File: src/rtl/dmem_arb_pkg.sv
// Shared types and constants for the data-memory arbiter.
package dmem_arb_pkg;

    localparam int unsigned WORD_BYTES = 4;
    localparam int unsigned OFS_W      = $clog2(WORD_BYTES);
    // Owner id width covers up to four requesters.
    localparam int unsigned ID_W       = 2;

    typedef struct packed {
        logic [31:0] addr;
        logic [31:0] wdata;
        logic [3:0]  wstrb;
    } mem_req_t;

    typedef struct packed {
        logic            valid;
        logic [ID_W-1:0] id;
    } rsp_tag_t;

endpackage

File: src/rtl/rr_arbiter.sv
// Round-robin arbiter: combinational one-hot grant and the rotating search pointer.
module rr_arbiter
    import dmem_arb_pkg::*;
#(
    parameter int unsigned NUM_REQ = 2
) (
    input  logic               clk,
    input  logic               rst_n,
    input  logic [NUM_REQ-1:0] valid,
    output logic [NUM_REQ-1:0] grant,
    output logic [ID_W-1:0]    grant_id,
    output logic               grant_any
);

    logic [ID_W-1:0] ptr;
    logic [ID_W:0]   idx;
    logic [ID_W:0]   nxt;

    // Search from the pointer, wrapping, and grant the first valid requester.
    always_comb begin
        grant     = '0;
        grant_id  = '0;
        grant_any = 1'b0;
        idx       = '0;
        for (int unsigned k = 0; k < NUM_REQ; k++) begin
            idx = {1'b0, ptr} + (ID_W+1)'(k);
            if (idx >= (ID_W+1)'(NUM_REQ)) begin
                idx = idx - (ID_W+1)'(NUM_REQ);
            end
            for (int unsigned i = 0; i < NUM_REQ; i++) begin
                if (!grant_any && (idx == (ID_W+1)'(i)) && valid[i]) begin
                    grant[i]  = 1'b1;
                    grant_id  = ID_W'(i);
                    grant_any = 1'b1;
                end
            end
        end
    end

    // Pointer moves to the requester after the one just granted.
    always_comb begin
        nxt = {1'b0, grant_id} + (ID_W+1)'(1);
        if (nxt >= (ID_W+1)'(NUM_REQ)) begin
            nxt = '0;
        end
    end

    // Pointer register; holds when nothing is granted.
    always_ff @(posedge clk or negedge rst_n) begin
        if (!rst_n) begin
            ptr <= '0;
        end else if (grant_any) begin
            ptr <= ID_W'(nxt);
        end
    end

endmodule

File: src/rtl/dmem_arbiter.sv
// Data-memory BRAM port arbiter: round-robin grant, memory mux, fixed-latency response pipeline.
// Optional statistics counters enabled by defining DMEM_ARB_STATS_EN.
module dmem_arbiter
    import dmem_arb_pkg::*;
#(
    parameter int unsigned NUM_REQ      = 2,
    parameter int unsigned ADDR_W       = 14,
    parameter int unsigned READ_LATENCY = 2
) (
    input  logic                  clk_in,
    input  logic                  rst_n_in,
`ifdef DMEM_ARB_STATS_EN
    input  logic                  stat_clear_in,
    output logic [NUM_REQ*32-1:0] stat_grants_out,
    output logic [31:0]           stat_conflicts_out,
`endif
    input  logic [NUM_REQ-1:0]    req_valid_in,
    output logic [NUM_REQ-1:0]    req_ready_out,
    input  logic [NUM_REQ*32-1:0] req_addr_in,
    input  logic [NUM_REQ*32-1:0] req_wdata_in,
    input  logic [NUM_REQ*4-1:0]  req_wstrb_in,
    output logic [NUM_REQ-1:0]    rsp_valid_out,
    output logic [31:0]           rsp_rdata_out,
    output logic [ADDR_W-1:0]     mem_addr_out,
    output logic [31:0]           mem_din_out,
    output logic [3:0]            mem_we_out,
    input  logic [31:0]           mem_dout_in
);

    logic [NUM_REQ-1:0] valid_g;
    logic [NUM_REQ-1:0] grant;
    logic [ID_W-1:0]    grant_id;
    logic               grant_any;
    mem_req_t           req [NUM_REQ];
    mem_req_t           sel;
    logic [ADDR_W-1:0]  last_addr;
    logic [31:0]        last_din;
    rsp_tag_t           stage [READ_LATENCY];
    logic               unused_addr;

    // No request can be granted while reset is held.
    assign valid_g = req_valid_in & {NUM_REQ{rst_n_in}};

    rr_arbiter #(
        .NUM_REQ (NUM_REQ)
    ) u_rr_arbiter (
        .clk       (clk_in),
        .rst_n     (rst_n_in),
        .valid     (valid_g),
        .grant     (grant),
        .grant_id  (grant_id),
        .grant_any (grant_any)
    );

    assign req_ready_out = grant;

    // Unpack the flat request buses into per-requester payloads.
    always_comb begin
        for (int unsigned i = 0; i < NUM_REQ; i++) begin
            req[i].addr  = req_addr_in[32*i +: 32];
            req[i].wdata = req_wdata_in[32*i +: 32];
            req[i].wstrb = req_wstrb_in[4*i +: 4];
        end
    end

    // Select the granted payload; all-zero when idle so the write strobe drops.
    always_comb begin
        sel = '0;
        for (int unsigned i = 0; i < NUM_REQ; i++) begin
            if (grant[i]) begin
                sel = req[i];
            end
        end
    end

    // Byte offset and bits above the BRAM depth are ignored: addresses alias.
    assign unused_addr = ^sel.addr;

    // Remember the last driven address/data so the port holds when idle.
    always_ff @(posedge clk_in or negedge rst_n_in) begin
        if (!rst_n_in) begin
            last_addr <= '0;
            last_din  <= '0;
        end else if (grant_any) begin
            last_addr <= sel.addr[ADDR_W+OFS_W-1:OFS_W];
            last_din  <= sel.wdata;
        end
    end

    assign mem_addr_out = grant_any ? sel.addr[ADDR_W+OFS_W-1:OFS_W] : last_addr;
    assign mem_din_out  = grant_any ? sel.wdata : last_din;
    assign mem_we_out   = sel.wstrb;

    // Owner-tag shift register aligned with the BRAM read latency.
    always_ff @(posedge clk_in or negedge rst_n_in) begin
        if (!rst_n_in) begin
            for (int unsigned k = 0; k < READ_LATENCY; k++) begin
                stage[k] <= '0;
            end
        end else begin
            stage[0] <= '{valid: grant_any, id: grant_id};
            for (int unsigned k = 1; k < READ_LATENCY; k++) begin
                stage[k] <= stage[k-1];
            end
        end
    end

    // Decode the last stage into a one-hot response pulse.
    always_comb begin
        rsp_valid_out = '0;
        for (int unsigned i = 0; i < NUM_REQ; i++) begin
            rsp_valid_out[i] = stage[READ_LATENCY-1].valid
                               && (stage[READ_LATENCY-1].id == ID_W'(i));
        end
    end

    assign rsp_rdata_out = mem_dout_in;

`ifdef DMEM_ARB_STATS_EN
    logic        multi_valid;
    logic [31:0] conflicts;

    assign multi_valid = (valid_g & (valid_g - NUM_REQ'(1))) != '0;

    // Saturating count of cycles with contention.
    always_ff @(posedge clk_in or negedge rst_n_in) begin
        if (!rst_n_in) begin
            conflicts <= '0;
        end else if (stat_clear_in) begin
            conflicts <= '0;
        end else if (multi_valid && (conflicts != 32'hFFFF_FFFF)) begin
            conflicts <= conflicts + 32'd1;
        end
    end

    assign stat_conflicts_out = conflicts;

    for (genvar gi = 0; gi < NUM_REQ; gi++) begin : g_stat
        logic [31:0] grants;

        // Saturating per-requester accept count.
        always_ff @(posedge clk_in or negedge rst_n_in) begin
            if (!rst_n_in) begin
                grants <= '0;
            end else if (stat_clear_in) begin
                grants <= '0;
            end else if (grant[gi] && (grants != 32'hFFFF_FFFF)) begin
                grants <= grants + 32'd1;
            end
        end

        assign stat_grants_out[32*gi +: 32] = grants;
    end
`endif

endmodule
File: config.mk
export PLATFORM = sky130hd
export DESIGN_NAME = dmem_arbiter
export DESIGN_NICKNAME = d
export VERILOG_FILES = /design/src/rtl/dmem_arb_pkg.sv /design/src/rtl/rr_arbiter.sv /design/src/rtl/dmem_arbiter.sv
export SDC_FILE = /design/constraint.sdc
export NUM_CORES = 1
export LEC_CHECK = 0
export CAP_MARGIN = 20
export CORE_AREA = 2 2 101 103
export DETAILED_ROUTE_END_ITERATION = 10
export DIE_AREA = 0 0 103 105
export MAX_ROUTING_LAYER = met4
export PLACE_DENSITY = 0.7
export SETUP_SLACK_MARGIN = 0.4
export SLEW_MARGIN = 20
export SYNTH_ARGS = -nofsm -noshare
export SYNTH_HDL_FRONTEND = slang
export SYNTH_SLANG_ARGS = --single-unit
File: constraint.sdc
create_clock -name clk_in -period 2 [get_ports clk_in]
set_input_delay 0.5 -clock clk_in [delete_from_list [all_inputs] [get_ports clk_in]]
set_output_delay 0.5 -clock clk_in [all_outputs]
set_load 0.01 [all_outputs]
Yosys cells after proc, flatten, opt, wreduce, memory -nomap -nowiden
Index checks and enable logic that the tools add are counted.
{ "word_totals": {"reg_bits": 54, "in_bits": 172, "output_inout_bits": 86} }
{ "op_classes": {"addsub": 4, "magnitude_cmp": 3, "n_eq_ne": 3, "mux": 17, "bitwise": 1, "reduce_logical": 15} }
{ "ops": {"columns": ["operator", "n"], "rows": [
  ["2-to-1 mux 52 bit", 2],
  ["2-to-1 mux 32 bit", 1],
  ["2-to-1 mux 14 bit", 1],
  ["2-to-1 mux 1 bit", 10],
  ["logical AND 1 bit", 9],
  ["equality test 3 x 1 -> 1 bit, second input constant", 2],
  [">= comparator 3 x 2 -> 1 bit, second input constant", 2],
  ["zero test 3 bit", 2],
  ["2-to-1 mux 3 bit", 2],
  ["adder 2 x 1 -> 3 bit, second input constant", 1],
  ["zero test 1 bit", 3],
  ["subtractor 2 x 2 -> 3 bit, second input constant", 1],
  ["subtractor 3 x 2 -> 3 bit, second input constant", 1],
  ["adder 1 x 1 -> 2 bit, second input constant", 1],
  ["AND 2 bit", 1],
  ["equality test 2 x 1 -> 1 bit, second input constant", 1],
  [">= comparator 2 bit, second input constant", 1],
  ["zero test 2 bit", 1],
  ["2-to-1 mux 2 bit", 1]
]} }

Longest topological paths before layout
Gate-level depths: netlist of the first run.
{ "depth": {"word_depth": 20, "mapped_depth": 5, "mapped_depth_nobuf": 3} }

By module
A second synthesis of the first run with hierarchy kept.
{ "unflattened": {"cells_unflattened": 312, "area_unflattened_um2": 2824.0} }
{ "modules_own_cells": {"columns": ["module", "n_inst", "cells_each", "area_per_inst_um2", "seq_area_each_um2"], "rows": [
  ["dmem_arbiter", 1, 302, 2736.4, 1301.2],
  ["rr_arbiter", 1, 10, 87.6, 25.0]
]} }

Worst setup path after synthesis of the first run
Ideal clock, no wire load.
{ "synth_timing": {"path_type": "input to output", "from": "input req_valid_in[1]", "to": "output mem_din_out[12]", "t_arrival_ns": 1.239, "required_ns": 1.500, "path_slack_ns": 0.261, "cell_stages": 5, "cell_sequence": "o21ai_2 -> buf_6 -> buf_6 -> and2_1 -> a221o_1"} }
{ "synth_via": {"elab_chain_cells": 13, "elab_cells_between_ends": 17, "classes_between": "mux: 9; bitwise: 1; reduce/logical: 7"} }
{ "synth_rtl": {"columns": ["element", "line", "source"], "rows": [
  ["from (decl)", "dmem_arbiter.sv:17", "input logic [NUM_REQ-1:0] req_valid_in,"],
  ["AND 2 bit *", "dmem_arbiter.sv:42", "assign valid_g = req_valid_in & {NUM_REQ{rst_n_in}};"],
  ["logical AND 1 bit", "rr_arbiter.sv:31", "if (!grant_any && (idx == (ID_W+1)'(i)) && valid[i]) begin"],
  ["2-to-1 mux 1 bit", "rr_arbiter.sv:31", null],
  ["zero test 1 bit", "rr_arbiter.sv:31", null],
  ["logical AND 1 bit (2 in a row)", "rr_arbiter.sv:31", null],
  ["2-to-1 mux 1 bit", "rr_arbiter.sv:31", null],
  ["zero test 1 bit", "rr_arbiter.sv:31", null],
  ["logical AND 1 bit (2 in a row)", "rr_arbiter.sv:31", null],
  ["2-to-1 mux 1 bit", "rr_arbiter.sv:31", null],
  ["2-to-1 mux 52 bit", "dmem_arbiter.sv:70", "if (grant[i]) begin"],
  ["2-to-1 mux 32 bit *", null, null],
  ["to (decl)", "dmem_arbiter.sv:25", "output logic [31:0] mem_din_out,"]
]} }
Every way passes the cells marked *; elsewhere a longest branch is shown, timed or not.

Worst setup path after layout of the first run
{ "layout_timing": {"from": "register u_rr_arbiter.ptr[0]", "to": "output mem_din_out[0]"} }
{ "layout_via": {"elab_chain_cells": 19, "elab_cells_between_ends": 31, "classes_between": "add/sub: 3; order compare: 2; eq/ne: 2; mux: 12; reduce/logical: 12"} }
{ "layout_rtl": {"columns": ["element", "line", "source"], "rows": [
  ["from (decl)", "rr_arbiter.sv:15", "logic [ID_W-1:0] ptr;"],
  ["from (signal assigned)", "rr_arbiter.sv:53", "ptr <= ID_W'(nxt);"],
  ["subtractor 2 x 2 -> 3 bit / >= comparator 2 bit (equally long branches)", "rr_arbiter.sv:28, rr_arbiter.sv:27", null],
  ["2-to-1 mux 3 bit", "rr_arbiter.sv:27", "if (idx >= (ID_W+1)'(NUM_REQ)) begin"],
  ["zero test 3 bit", "rr_arbiter.sv:31", null],
  ["logical AND 1 bit", "rr_arbiter.sv:31", null],
  ["2-to-1 mux 1 bit", "rr_arbiter.sv:31", null],
  ["zero test 1 bit", "rr_arbiter.sv:31", null],
  ["logical AND 1 bit (2 in a row)", "rr_arbiter.sv:31", null],
  ["2-to-1 mux 1 bit", "rr_arbiter.sv:31", null],
  ["zero test 1 bit", "rr_arbiter.sv:31", null],
  ["logical AND 1 bit (2 in a row)", "rr_arbiter.sv:31", null],
  ["2-to-1 mux 1 bit", "rr_arbiter.sv:31", null],
  ["zero test 1 bit", "rr_arbiter.sv:31", null],
  ["logical AND 1 bit (2 in a row)", "rr_arbiter.sv:31", null],
  ["2-to-1 mux 1 bit", "rr_arbiter.sv:31", null],
  ["2-to-1 mux 52 bit", "dmem_arbiter.sv:70", null],
  ["2-to-1 mux 32 bit *", null, null]
]} }
Marked as above.

==> summary.txt, run 1 <==
Run status
  • Status: finished with violations
  • Failing checks: setup timing

Synthesis
  • Synthesized area per cell: 12.0 sq um
  • Synth top cells by count: dfrtp_1, a221o_1, and2_0
  • Area leader, netlist: dfrtp_1
  • YS warnings: 0
  • Top post-synthesis cells by area: dfrtp_1, a221o_1, buf_4
  • Most frequent cell after synthesis: dfrtp_1
  • Mapped cell area: around 0.0025 sq mm
  • Top-area cell type share of the netlist area: about half
  • Post-Syn Nets: about 380
  • Seq cells post-synth: between 50 and 60
  • FFs w/ async S/R, synth: 100%
  • Sequential fraction of the synthesis area: between 50% and 60%
  • Prevailing post-synth register cell: dfrtp_1
  • Synth cell types: 16
  • Cells after synthesis: slightly above 200
  • Post-synth EDFFs: 0

GRT
  • Total global-route track usage: between 10% and 20%
  • Largest net degree at the start of global routing: 34
  • Initial antenna violation count: 0
  • First-pass GRT wire length: between 10 and 15 mm
  • Global route total overflow: 0
  • Vias in the first global route: 2440

STA
  • Hold_ws: approximately 0.28 ns
  • Clock skew: just over 0.01 ns
  • Slew Viols, Final: 0
  • Setup ws final: -0.169 ns
  • Fmax achieved: 0.461 GHz
  • Period utilization: 108%
  • Final setup fails: between 50 and 60
  • Final Hold Violating Endpoints: 0
  • Unrepaired setup endpoints after global routing: yes
  • Final Critical Period: between 2 and 2.5 ns
  • Slew @ Worst Pin: around 0.43 ns
  • Slew HR: around 72%

Clocking
  • Hold-fix buffers at CTS: 0
  • Clock Tree Buf Depth: 2
  • Clk slew on worst S/H paths: about 0.10 ns
  • Clock sink total: 51
  • CTS Root Cell: clkbuf_8
  • Num CTS Buffers: 5
  • Clk_lat worst skew: 0.30 ns
  • CTS tree: done
  • H-Tree Depth: 2

Setup path
  • Worst setup SP type: register
  • WP data arrival: between 1.5 and 2 ns
  • Element type at the critical path end: primary output
  • Crit Path Category: reg2out
  • Crit path max fanout: 6
  • WP data required: ~1.5 ns

Die
  • Die area: 0.0108 sq mm
  • Die H: between 100 and 150 microns
  • Starting Density: roughly a quarter
  • Die extent in x: 103 microns
  • I/O Pins: 258
  • Core box area: ~0.0096 sq mm
  • Site row count: 36

Route
  • Per-cell routed wire length: around 17 microns
  • Vias per std cell: 4.49
  • Via count: about 2400
  • Final WL: 8.69 mm
  • Initial drt markers: 92
  • First-pass DRT Iterations: 4
  • Antenna Nets Post-Route: 0
  • DRC violation count after routing: 0

Layout
  • Ant diodes: 0
  • Layout net count: roughly 560
  • Layout Cells excl Fill: around 520
  • Filler cells: a little over 900
  • Area of the multi-input gates: 888 sq um
  • Design Area, Final: approximately 0.0045 sq mm
  • Area growth syn-to-layout: 82.9%
  • Register area: 0.00128 sq mm
  • Layout cells sized above 1: 36.2%

Place
  • Cells after DPL: 480
  • DP HPWL: about 5.6 mm
  • IO buf count: 157
  • RePlAce Congestion: 0.735
  • Placed Area: 0.00421 sq mm

Power and ir drop
  • Power Density: between 600 and 700 mW/mm^2
  • VDD IR max: 273 uV
  • Leakage Power: ~2.1 nW

Worst hold path
  • HP Class: in2async

Flow run
  • # Max-Cap Violations: 0
[final timing paths]
| check | start | endpoint | slack, ns | cells after the start |
|---|---|---|---|---|
| setup / recovery | u_rr_arbiter.ptr[0]$_DFFE_PN0N_ | mem_din_out[0] | -0.17 | 6 |
| hold / removal | rst_n_in | last_addr[8]$_DFF_PN0_ | 0.28 | 2 |
| hold reg to reg | stage[5]$_DFF_PN0_ | stage[2]$_DFF_PN0_ | 0.36 | 0 |
| max in group asynchronous | rst_n_in | last_din[28]$_DFF_PN0_ | 1.33 | 2 |
| setup reg to reg | u_rr_arbiter.ptr[0]$_DFFE_PN0N_ | last_din[1]$_DFF_PN0_ | 0.32 | 8 |
| min in group clk_in | stage[5]$_DFF_PN0_ | stage[2]$_DFF_PN0_ | 0.36 | 0 |
[power by group]
part	switching, W	internal [W]	leakage (nW)
clock network	0.000328	0.000317	0.0515
registers	0.0000380	0.00119	0.630
logic	0.000467	0.000736	1.37
total	0.000834	0.00224	2.06
[area by class of cell]
type / count / share of cell area, %
multi-input cells: 106 / 19.7
inverters: 2 / 0.166
well taps: 133 / 3.69
clock buffers: 8 / 2.22
flip-flops and latches: 51 / 28.3
repair buffers: 223 / 45.9
[repair_timing]
| action | in CTS | in global routing |
|---|---|---|
| endpoints found under the setup margin | 100 | 54 |
| buffers inserted | 12 | 16 |
| gates cloned | 5 | 2 |
| resized for setup | 235 | 9 |
| pin swaps | 13 | 19 |
[critical path, cell delays in order, from the launching register on]
cell and delay [ns]:
dfrtp_1 0.42, buf_6 0.14, a21oi_4 0.19, buf_8 0.18, clkbuf_16 0.16, a221o_1 0.15
buf_2 0.14
[metal layers]
metal,vias to the layer above,share of wire (%),GRT usage [%]
met2,105,51,26.5
met3,18,8.6,3.95
met1,1133,39,16.7
li1,1094,-,-
met4,0,1.4,5.17
met5,-,0,-
[through the flow]
stage	utilization (%)	worst slack [ns]	power [W]	TNS (ns)
floorplan	-	0.286	0.00173	0
global placement	43.7	-0.837	0.00238	-42.85
detailed placement	43.7	-0.868	0.00240	-44.08
CTS	45.0	-0.208	0.00303	-5.71
global route	46.8	-0.253	0.00327	-10.32
finish	46.8	-0.169	0.00307	-6.71
[logic make-up (layout without fill, tap and decap cells)]
family | count (synthesis) | in the layout | synth area share, %
AO/OA/AOI/OAI | 55 | 55 | 21.6
AND/OR/NAND/NOR | 51 | 51 | 12.6
flip-flops | 51 | 51 | 51.8
buffers and inverters | 49 | 233 | 14.1
[flip-flops by register name, indices dropped and copies added, names as in the netlist]
| register | count |
|---|---|
| u_rr_arbiter.ptr | 1 |
| last_addr | 14 |
| stage | 4 |
| last_din | 32 |
[layout by cell type, fill, tap and decap left out, types with 4 or more instances in the layout]
cell,n
clkbuf_8,7
buf_2,51
clkdlybuf4s50_1,100
a22o_1,4
and2_0,38
buf_12,7
buf_4,42
dfrtp_1,51
buf_6,13
and2_1,4
and2_4,5
buf_16,5
a221o_1,46
Power figures use the tool's default switching activity.
==> inputs of run 2 (changes only) <==
--- a/config.mk
+++ b/config.mk
@@ -5,12 +5,13 @@
 export SDC_FILE = /design/constraint.sdc
 export NUM_CORES = 1
 export LEC_CHECK = 0
+export ABC_AREA = 1
 export CAP_MARGIN = 20
-export CORE_AREA = 2 2 101 103
+export CORE_AREA = 2 2 99 101
 export DETAILED_ROUTE_END_ITERATION = 10
-export DIE_AREA = 0 0 103 105
+export DIE_AREA = 0 0 101 103
 export MAX_ROUTING_LAYER = met4
-export PLACE_DENSITY = 0.7
+export PLACE_DENSITY = 0.75
 export SETUP_SLACK_MARGIN = 0.4
 export SLEW_MARGIN = 20
 export SYNTH_ARGS = -nofsm -noshare
==> run 2 against run 1 <==
The flow still finishes with violations (setup timing); power is 13% higher; area after synthesis is 9.4% higher; wire length is 40% higher; die area is 3.8% lower; clock-buffer cell count is 2 lower; flip-flop and latch count stayed put; sequential share of layout area is 6.1 points lower.
==> summary.txt, run 2 <==
Clocking
  • Clk slew on worst S/H paths: 0.09 ns (about the same)
  • Clock Tree Buf Depth: 2 (unchanged)
  • H-Tree Depth: 2 (unchanged)
  • Num CTS Buffers: 5 (unchanged)
  • Clk_lat worst skew: 0.30 ns (about the same)
  • Clock sink total: 51 (unchanged)
  • CTS tree: done
  • CTS Root Cell: clkbuf_8

Setup path
  • Worst setup SP type: register
  • Worst R2R End: last_din[21]$_DFF_PN0_
  • Critical-path top delay cell: dfrtp_2
  • FF-to-FF Start: u_rr_arbiter.ptr[0]$_DFFE_PN0N_
  • Cells along the critical path: inv_2, nand3_4, clkbuf_16, nand3_1, nand3_2, buf_6
  • WP data required: 1.50 ns (about the same)
  • Crit Path Category: reg2out
  • Crit path max fanout: 11 (+5)
  • Element type at the critical path end: primary output
  • Worst path max stage delay: 0.45 ns (+0.03 ns)
  • CP delay by family, top: buffers and inverters
  • Worst reg-to-reg path cell count: 7 (-1)
  • Number of cells on the critical path: 6 (unchanged)
  • WP data arrival: 1.58 ns (-0.09 ns)
  • R2R Setup Slk: 0.49 ns (+0.17 ns)
  • Bufs and invs on worst path: 3 (-1)

Power and ir drop
  • Internal power: 0.00239 W (+6.8%)
  • Sw frac: 31.1% (+4.0 points)
  • VDD IR max: 362 uV (+33%)
  • Clock power share: 17.4% (-3.6 points)
  • Net Switching: 0.00108 W (+30%)
  • Leakage Power: 2.70 nW (+31%)
  • Sequential Power Share: 35.2% (-4.6 points)
  • Power Density: 603 mW/mm^2 (-12%)
  • Comb pwr share: 47.4% (+8.2 points)

Synthesis
  • Synthesized area per cell: 8.33 sq um (-30%)
  • Post-synth EDFFs: 0 (unchanged)
  • Post-Syn Nets: 496 (+31%)
  • YS warnings: 0 (unchanged)
  • Seq cells post-synth: 51 (unchanged)
  • Top post-synthesis cells by area: dfrtp_1, nand3_1, buf_4
  • Cells after synthesis: 324 (+57%)
  • FFs w/ async S/R, synth: 100% (unchanged)
  • Most frequent cell after synthesis: nand3_1
  • Area leader, netlist: dfrtp_1
  • Synth top cells by count: nand3_1, dfrtp_1, buf_4
  • Sequential fraction of the synthesis area: 47.3% (-4.5 points)
  • Top-area cell type share of the netlist area: 47.3% (-4.5 points)
  • Prevailing post-synth register cell: dfrtp_1
  • Mapped cell area: 0.00270 sq mm (+9.4%)
  • Synth cell types: 13 (-3)

GRT
  • Vias in the first global route: 3289 (+35%)
  • Total global-route track usage: 20.9% (+5.7 points)
  • Global route total overflow: 0 (unchanged)
  • First-pass GRT wire length: 16.3 mm (+32%)
  • Largest net degree at the start of global routing: 50 (+47%)
  • Initial antenna violation count: 0 (unchanged)

Route
  • Per-cell routed wire length: 19.7 microns (+19%)
  • DRC violation count after routing: 0 (unchanged)
  • Final WL: 12.2 mm (+40%)
  • Antenna Nets Post-Route: 0 (unchanged)
  • First-pass DRT Iterations: 4 (unchanged)
  • Via count: 3286 (+40%)
  • Initial drt markers: 82 (-11%)
  • Vias per std cell: 5.32 (+18%)

Place
  • IO buf count: 157 (unchanged)
  • Pre-CTS setup slack: -0.688 ns (+0.180 ns)
  • RePlAce Congestion: 0.810 (+10%)
  • DP HPWL: 6.32 mm (+13%)
  • Placed Area: 0.00455 sq mm (+8.1%)

Layout
  • Biggest regs: last_din x32, last_addr x14, stage x4
  • Area growth syn-to-layout: 114%
  • Layout cells sized above 1: 47.2% (+11 points)
  • Ant diodes: 0 (unchanged)
  • Area of the multi-input gates: 0.00163 sq mm (+84%)
  • Commonest cells after routing, fill and taps aside: nand3_1, clkdlybuf4s50_1, nand3_2
  • Design Area, Final: 0.00576 sq mm (+28%)
  • Largest Register: last_din
  • Layout net count: 676 (+20%)
  • Filler cells: 755 (-17%)
  • Register area: 0.00128 sq mm (about the same)
  • Max reg flops: 32 (unchanged)

Die
  • Site row count: 36 (unchanged)
  • Starting Density: 28.5% (+2.9 points)
  • Die extent in x: 101 microns (-1.9%)
  • I/O Pins: 258 (unchanged)
  • Die area: 0.0104 sq mm (-3.8%)
  • Die H: 103 microns (-1.9%)
  • Core box area: 0.00946 sq mm (-1.9%)

Run status
  • Status: finished with violations
  • Failing checks: setup timing

STA
  • Hold_ws: 0.0980 ns (-0.181 ns)
  • Unrepaired setup endpoints after global routing: yes
  • Final Critical Period: 2.08 ns (-0.0867 ns)
  • Period utilization: 104% (-4.3 points)
  • Slew @ Worst Pin: 0.646 ns (+0.220 ns)
  • Setup ws final: -0.0822 ns (+0.0867 ns)
  • Final Hold Violating Endpoints: 0 (unchanged)
  • TNS Setup: -0.966 ns (+5.75 ns)
  • Slew HR: 56.9% (-15 points)
  • Fmax achieved: 0.480 GHz (+4.2%)
  • Slew Viols, Final: 0 (unchanged)
  • Final setup fails: 37 (-27%)
  • Clock skew: 0.00908 ns (-0.00122 ns)

Flow run
  • # Max-Cap Violations: 0 (unchanged)

Worst hold path
  • HP Class: in2async
[run 2: through the flow]
step	std cells	total power, W	util (%)
floorplan	324	0.00174	-
global placement	570	0.00241	48.1
detailed placement	570	0.00242	48.1
CTS	592	0.00320	53.8
global route	618	0.00366	60.9
finish	618	0.00347	60.9
[run 2: layout make-up]
class / count / share of cell area (%)
Timing Repair Buffer: 234 / 45.0
Multi-Input combinational cell: 207 / 28.3
Sequential cell: 51 / 22.2
Tap cell: 114 / 2.48
Clock buffer: 6 / 1.43
Inverter: 5 / 0.456
Clock inverter: 1 / 0.0868
[run 2: kinds of logic after synthesis]
| group | count (synthesis) | synth area share [%] |
|---|---|---|
| compound gates | 4 | 0.741 |
| flops | 51 | 47.3 |
| buf+inv | 66 | 14.9 |
| simple gates | 203 | 37.1 |
[run 2: timing repair]
action,in CTS,in global routing
hold buffers,0,0
pin swaps,6,21
endpoints found under the setup margin,54,52
gates cloned,8,6
gates resized for setup,275,95
setup buffers,7,20
[run 2: per-layer routing]
| metal | global-route usage (%) | routed length (microns) | vias to the layer above |
|---|---|---|---|
| met1 | 25.5 | 4980 | 1601 |
| met2 | 33.9 | 6030 | 168 |
| met3 | 4.61 | 906 | 26 |
| met4 | 8.21 | 283 | 0 |
| li1 | - | - | 1491 |
| met5 | - | 0 | - |
[run 2: power by group through the flow]
stage	Clock, W	Combinational, W	Sequential (W)
after global placement	0	0.00117	0.00123
after detailed placement	0	0.00118	0.00124
after floorplan	0	0.000515	0.00123
after global routing	0.000677	0.00174	0.00123
after CTS	0.000627	0.00135	0.00122
final	0.000604	0.00164	0.00122
[run 2: worst max-delay path by stage]
| stage | from | end | slack, ns |
|---|---|---|---|
| 6_report | u_rr_arbiter.ptr[0]$_DFFE_PN0N_ | mem_addr_out[5] | -0.08 |
| 5_1_grt | u_rr_arbiter.ptr[0]$_DFFE_PN0N_ | mem_addr_out[5] | -0.16 |
| 3_5_place_dp | req_valid_in[1] | mem_din_out[10] | -0.69 |
| 3_3_place_gp | req_valid_in[0] | mem_din_out[10] | -0.67 |
| 2_1_floorplan | req_valid_in[0] | mem_we_out[0] | 0.40 |
| 4_1_cts | u_rr_arbiter.ptr[0]$_DFFE_PN0N_ | mem_din_out[29] | -0.07 |
